[config.mk]
export PLATFORM = sky130hd
export DESIGN_NAME = register_gp
export DESIGN_NICKNAME = d
export VERILOG_FILES = /design/src/rtl/register_gp.sv
export SDC_FILE = /design/constraint.sdc
export NUM_CORES = 1
export LEC_CHECK = 0
export CELL_PAD_IN_SITES_DETAIL_PLACEMENT = 1
export CELL_PAD_IN_SITES_GLOBAL_PLACEMENT = 1
export CORE_AREA = 3 3 55 107
export CTS_CLUSTER_DIAMETER = 150
export DETAILED_ROUTE_END_ITERATION = 12
export DIE_AREA = 0 0 58 110
export PLACE_DENSITY = 0.86
export SLEW_MARGIN = 30
export SYNTH_ARGS = -nofsm -noshare
export SYNTH_HDL_FRONTEND = slang
export SYNTH_SLANG_ARGS = --single-unit
[constraint.sdc]
create_clock -name clk -period 2.35 [get_ports clk]
set_input_delay 0.47 -clock clk [delete_from_list [all_inputs] [get_ports clk]]
set_output_delay 0.47 -clock clk [all_outputs]
set_load 0.005 [all_outputs]
[src/rtl/register_gp.sv]
// General-purpose WIDTH-bit register: clear, load, increment and decrement,
// with a terminal-count pulse. Defining REGISTER_GP_SHIFT_EN adds serial shift-left and shift-right.
module register_gp #(
  parameter int               WIDTH     = 16,
  parameter logic [WIDTH-1:0] RESET_VAL = '0
) (
  input  logic             clk,
  input  logic             reset_gp_n,
  input  logic             clr_gp,
  input  logic             load_gp,
  input  logic             inc_gp,
  input  logic             dec_gp,
  input  logic             write_gp,
  input  logic [WIDTH-1:0] data_gp,
`ifdef REGISTER_GP_SHIFT_EN
  input  logic             shl_gp,
  input  logic             shr_gp,
  input  logic             ser_in_gp,
`endif
  output logic [WIDTH-1:0] op_of_gp,
  output logic [WIDTH-1:0] bus_gp,
  output logic             carry_gp,
  output logic             zero_gp,
  output logic             tc_gp
);

`ifdef REGISTER_GP_SHIFT_EN
  typedef enum logic [2:0] {
    OP_HOLD, OP_CLR, OP_LOAD, OP_INC, OP_DEC, OP_SHL, OP_SHR
  } op_e;
`else
  typedef enum logic [2:0] {
    OP_HOLD, OP_CLR, OP_LOAD, OP_INC, OP_DEC
  } op_e;
`endif

  op_e              op_sel;
  logic [WIDTH-1:0] value_q, value_d;
  logic             carry_q, carry_d;
  logic             tc_q, tc_d;
  logic [WIDTH:0]   inc_sum;
  logic             value_is_zero;

  assign value_is_zero = (value_q == '0);

  // One operation wins per edge, highest priority first.
  always_comb begin
    op_sel = OP_HOLD;
    if (clr_gp)       op_sel = OP_CLR;
    else if (load_gp) op_sel = OP_LOAD;
    else if (inc_gp)  op_sel = OP_INC;
    else if (dec_gp)  op_sel = OP_DEC;
`ifdef REGISTER_GP_SHIFT_EN
    else if (shl_gp)  op_sel = OP_SHL;
    else if (shr_gp)  op_sel = OP_SHR;
`endif
  end

  always_comb begin
    value_d = value_q;
    carry_d = carry_q;
    tc_d    = 1'b0;
    inc_sum = {1'b0, value_q} + (WIDTH + 1)'(1);
    case (op_sel)
      OP_CLR: begin
        value_d = RESET_VAL;
        carry_d = 1'b0;
      end
      OP_LOAD: value_d = data_gp;
      OP_INC: begin
        value_d = inc_sum[WIDTH-1:0];
        carry_d = inc_sum[WIDTH];
        tc_d    = inc_sum[WIDTH];
      end
      OP_DEC: begin
        value_d = value_q - WIDTH'(1);
        carry_d = value_is_zero;
        tc_d    = value_is_zero;
      end
`ifdef REGISTER_GP_SHIFT_EN
      OP_SHL: begin
        value_d = {value_q[WIDTH-2:0], ser_in_gp};
        carry_d = value_q[WIDTH-1];
      end
      OP_SHR: begin
        value_d = {ser_in_gp, value_q[WIDTH-1:1]};
        carry_d = value_q[0];
      end
`endif
      default: ;
    endcase
  end

  always_ff @(posedge clk or negedge reset_gp_n) begin
    if (!reset_gp_n) begin
      value_q <= RESET_VAL;
      carry_q <= 1'b0;
      tc_q    <= 1'b0;
    end else begin
      value_q <= value_d;
      carry_q <= carry_d;
      tc_q    <= tc_d;
    end
  end

  assign op_of_gp = value_q;
  assign carry_gp = carry_q;
  assign tc_gp    = tc_q;
  assign zero_gp  = value_is_zero;
  assign bus_gp   = write_gp ? value_q : '0;

endmodule

# Word-level counts from Yosys, hierarchy flattened
# Cells that the tools add are included.
# W data, S select, Z words.
[word_totals] latchBits=0 regBits=18 mem_bits_ro=0 mem_count=0 word_cells=20 mem_bits_rw=0 output_inout_bits=35
[classes] div=0 eq_ne=4 shift=0 n_bitwise=0 order_cmp=0 n_reduce_logical=3 n_mul=0 muxes=8 add_sub_neg=2
[op_table] op="$pmux W16 S4" count=1
[op_table] op="$add A16 B1 Y17 const B" count=1
[op_table] op="$logic_not A16 Y1" count=1
[op_table] op="$mux W16" count=1
[op_table] op="$sub A16 B1 Y16 const B" count=1
[op_table] op="$mux W3" count=4
[op_table] op="$eq A3 B2 Y1 const B" count=2
[op_table] op="$reduce_bool A4 Y1" count=1
[op_table] op="$eq A3 B1 Y1 const B" count=1
[op_table] op="$eq A3 B3 Y1 const B" count=1
[op_table] op="$pmux W1 S3" count=1
[op_table] op="$reduce_bool A3 Y1" count=1
[op_table] op="$pmux W1 S2" count=1

# Depth between registers and ports, before layout
[logic_depth] ltp_word=6 mapped_depth=7 mapped_depth_nobuf=7

# Worst setup path before layout
# Ideal clock, no wire load.
[synth_path] kind="flip-flop to flip-flop" start="reg value_q[8] (netlist: op_of_gp[8])" end="reg value_q[15] (netlist: op_of_gp[15])" slack_ns=0.637 setup_ns=0.126 stages_incl_launch_ff=7 arrival_ns=1.588 path_cell_list="dfrtp_1 > buf_2 > nor3_2 > and4_4 > and3_1 > xor2_1 > a221o_1"
[synth_between] elab_chain_cells=2
[synth_lines] element="from (decl)" line="38" text="logic [WIDTH-1:0] value_q, value_d;"
[synth_lines] element="from (signal assigned)" line="100" text="value_q <= value_d;"
[synth_lines] element="$sub A16 B1 Y16 or $add A16 B1 Y17 (tied branches)" line="76, 63"
[synth_lines] element="$pmux W16 S4 (*)" line="64" text="case (op_sel)"
# Mark *: on every way between the ends. The rest lies on a longest branch, timed or not.
# A chain may end at the register's enable or synchronous reset.

# Worst setup path after layout
[layout_path] start="in write_gp" end="out bus_gp[2]"
[layout_between] elab_chain_cells=1
[layout_lines] element="from (decl)" line="13" text="input logic write_gp,"
[layout_lines] element="$mux W16" line="110" text="assign bus_gp = write_gp ? value_q : '0;"
[layout_lines] element="to (decl)" line="21" text="output logic [WIDTH-1:0] bus_gp,"
# Every way passes these cells.

==> results.md <==
- Mean Syn Cell Area: 8.09 sq um
- Most frequent CP cell: clkdlybuf4s50_1
- Layout Skew: 8.77 ps
- Crit. End Element: output pin
- Initial Util: 32.1%
- Mapped cell area: 1670 sq um
- CTS tree: done
- Total power: 1.41 mW
- Layout cells sized above 1: 20.6%
- Die ar.: 6380 sq um
- Peak VDD IR: 0.327 mV
- Max-slew violation count: 0
- RSZ-0062 raised after global routing: false
- Die Ht: 110 um
- Cts bufs inserted: 3
- Vias in the first global route: 2134
- Hold WC Path Type: flip-flop to flip-flop
- Clock slew at reported path FFs: 70 ps
- DR vias: 2018
- Worst setup margin: 86.7 ps
- Pwr/cell area: 542 nW/um^2
- Slowest stage delay, CP: 520 ps
- Antenna Violating Nets Remaining: 0
- Number of remaining DRC errors: 0
- WL per Instance: 19.6 um
- Initial drt markers: 63
- First-pass GRT wire length: 10.6 mm
- Worst hold slack: 505 ps
- Min Tclk post-route: 2260 ps
- Sequential-to-total area share from yosys stat: 27.0%
- TNS Setup: 0 ps
- #FFs+latches synth: 18
- Crit path buffers/inverters: 3
- CTS Buffer Depth: 2
- Final #Nets: 313
- Routability congestion estimate: 0.909
- Slew headroom: 72.9%
- Cell area after layout: 2600 sq um
- Detailed Routing Iterations Pass 1: 4
- Mapped Nets: 231
- Highest clock rate: 442 MHz
- Core area: 5180 sq um
- Worst-path fanout max: 16
- Required @ worst endpoint: 1880 ps
- Largest net degree at the start of global routing: 19
- Ys flop type: dfrtp_1
- Num Clock Sinks: 18
- Initial antenna violation count: 0
- Setup violators final: 0
- Die Wd: 58 um
- Synth unique cells: 55
- Number of fill cells in the layout: 631
- Vias per std cell: 5.85
- Gr ovfl total: 0
- Largest delay contributor family on the critical path: buffers and inverters
- Lkg Pwr: 1.07 nW
- Final-report hold violation count: 0
- Clk_lat worst skew: 270 ps
- Max-Cap Viols: 0
- Worst slew pin tran: 405 ps
- N_diodes: 0
- Critical Path Slowest Stage Cell: clkdlybuf4s50_1
- Synth-to-Final Area Change: 56.1%
- Worst path cell trace: clkdlybuf4s50_1 > buf_12 > and2_1 > clkdlybuf4s50_1
- YS warnings: 0
- Dpl hpwl: 5.23 mm
- Final WL: 6.75 mm
- Status: completed
- Final worst-path cycle share: 96.3%
- Asr flop ratio synth: 100%
- Root buf cell: clkbuf_8
- I/O pin count: 58
- Placed cell areas: 2520 sq um
- Total GRT Usage: 21.8%
- H-tree levels: 1
- Site Rows: 37
- Post-Place Worst Slack: 70.3 ps
- Syn Inst Count: 206
- CP Data Arrival Time: 1790 ps
- Count of buffers from port buffering: 57
- Number of synthesized flops with an enable pin: 0
- Critical Setup Path Class: primary input to output pin
- Startpoint Class: primary input
per-stage QoR:
stage / utilization, % / cells
2_1_floorplan: - / 206
3_5_place_dp: 48.6 / 340
4_1_cts: 49.8 / 344
6_report: 50.2 / 345
3_3_place_gp: 48.6 / 340
5_1_grt: 50.2 / 345
sequential cells by signal, summed over array words and instances (netlist names):
| signal | cells |
|---|---|
| carry_gp | 1 |
| op_of_gp | 16 |
| tc_gp | 1 |
layout by cell type, fill, tap and decap left out, types with 5 or more instances in the layout:
master and instances:
clkdlybuf4s50_1 56, buf_4 34, nand2_1 22, nor2_1 18
dfrtp_1 17, and2_1 16, a21oi_1 16, nand3_1 8
xor2_1 7, xnor2_1 6, nand4_1 5, nand3b_1 5
final cells by class:
type	instances	area (sq um)	area share, %
sequential	18	452	17.4
tap	58	72.6	2.79
multi-input combinational	169	1140	43.9
timing repair buffer	93	868	33.4
clock buffer	4	55.1	2.12
inverter	3	11.3	0.433
synth_stat cells (2+ instances only):
| master | n | area (sq um) |
|---|---|---|
| nand3_1 | 8 | 40.0 |
| nor3_1 | 3 | 15.0 |
| o22ai_1 | 4 | 25.0 |
| a221oi_1 | 3 | 26.3 |
| nor4_1 | 4 | 25.0 |
| o21ai_0 | 3 | 15.0 |
| a22oi_1 | 2 | 15.0 |
| nor2b_1 | 2 | 12.5 |
| buf_4 | 2 | 15.0 |
| nor2_1 | 18 | 67.6 |
| clkbuf_1 | 6 | 22.5 |
| o211ai_1 | 3 | 22.5 |
| nand2_1 | 22 | 82.6 |
| xor2_1 | 7 | 61.3 |
| nand4_1 | 5 | 31.3 |
| o221a_2 | 2 | 22.5 |
| inv_1 | 3 | 11.3 |
| a221o_1 | 2 | 20.0 |
| ha_1 | 2 | 25.0 |
| a22o_1 | 2 | 17.5 |
| nor3_4 | 3 | 48.8 |
| and3_1 | 3 | 18.8 |
| and2_1 | 16 | 100 |
| xnor2_1 | 6 | 52.6 |
| dfrtp_1 | 18 | 450 |
| nand2b_1 | 2 | 12.5 |
| nor3_2 | 2 | 20.0 |
| nor4b_1 | 2 | 17.5 |
| buf_2 | 6 | 30.0 |
| a21oi_1 | 16 | 80.1 |
| nand3b_1 | 5 | 37.5 |
worst register-to-register path, stage by stage, from the launching register on:
cell,delay (ps)
dfrtp_1,400
buf_4,200
nand4_1,290
nor3_2,290
nand3_1,130
xnor2_1,140
a221o_1,290
final timing paths:
kind / startpoint / endpoint / slack (ps) / depth (start not counted)
min in group asynchronous: reset_gp_n / op_of_gp[12]$_DFFE_PN0P_ / 550 / 2
worst max-delay path: write_gp / bus_gp[2] / 90 / 4
worst max register to register: op_of_gp[5]$_DFFE_PN0P_ / op_of_gp[15]$_DFFE_PN0P_ / 490 / 6
worst min-delay path: carry_gp$_DFFE_PN0P_ / carry_gp$_DFFE_PN0P_ / 510 / 1
max in group asynchronous: reset_gp_n / op_of_gp[2]$_DFFE_PN0P_ / 1570 / 2
worst min register to register: carry_gp$_DFFE_PN0P_ / carry_gp$_DFFE_PN0P_ / 510 / 1
logic make-up after synthesis:
group                    share of synthesized area [%]
AO/OA/AOI/OAI                                     20.0
XOR/XNOR                                          6.83
adder cells (fa/ha/maj)                           1.50
buffers and inverters                             5.25
flip-flops                                        27.0
multiplexers                                      1.28
AND/OR/NAND/NOR                                   38.1
per-layer routing:
metal	wire [um]	up-vias	GRT usage, %
met2	3870	85	42.5
met3	281	34	1.75
met4	409	0	13.4
li1	-	912	-
met1	2190	987	21.1
met5	0	-	0
where the power goes:
part	total [mW]	switching, mW	internal (mW)
Clock	0.269	0.120	0.149
Sequential	0.403	0.0504	0.353
Combinational	0.739	0.354	0.384
what timing repair did:
action / 4_1_cts / 5_1_grt
pin swaps: 2 / 3
hold buffers: 0 / 0
setup endpoints to repair: 1 / 1
resized for setup: 1 / 5
buffers inserted: 0 / 1
(Power assumes the default switching activity.)
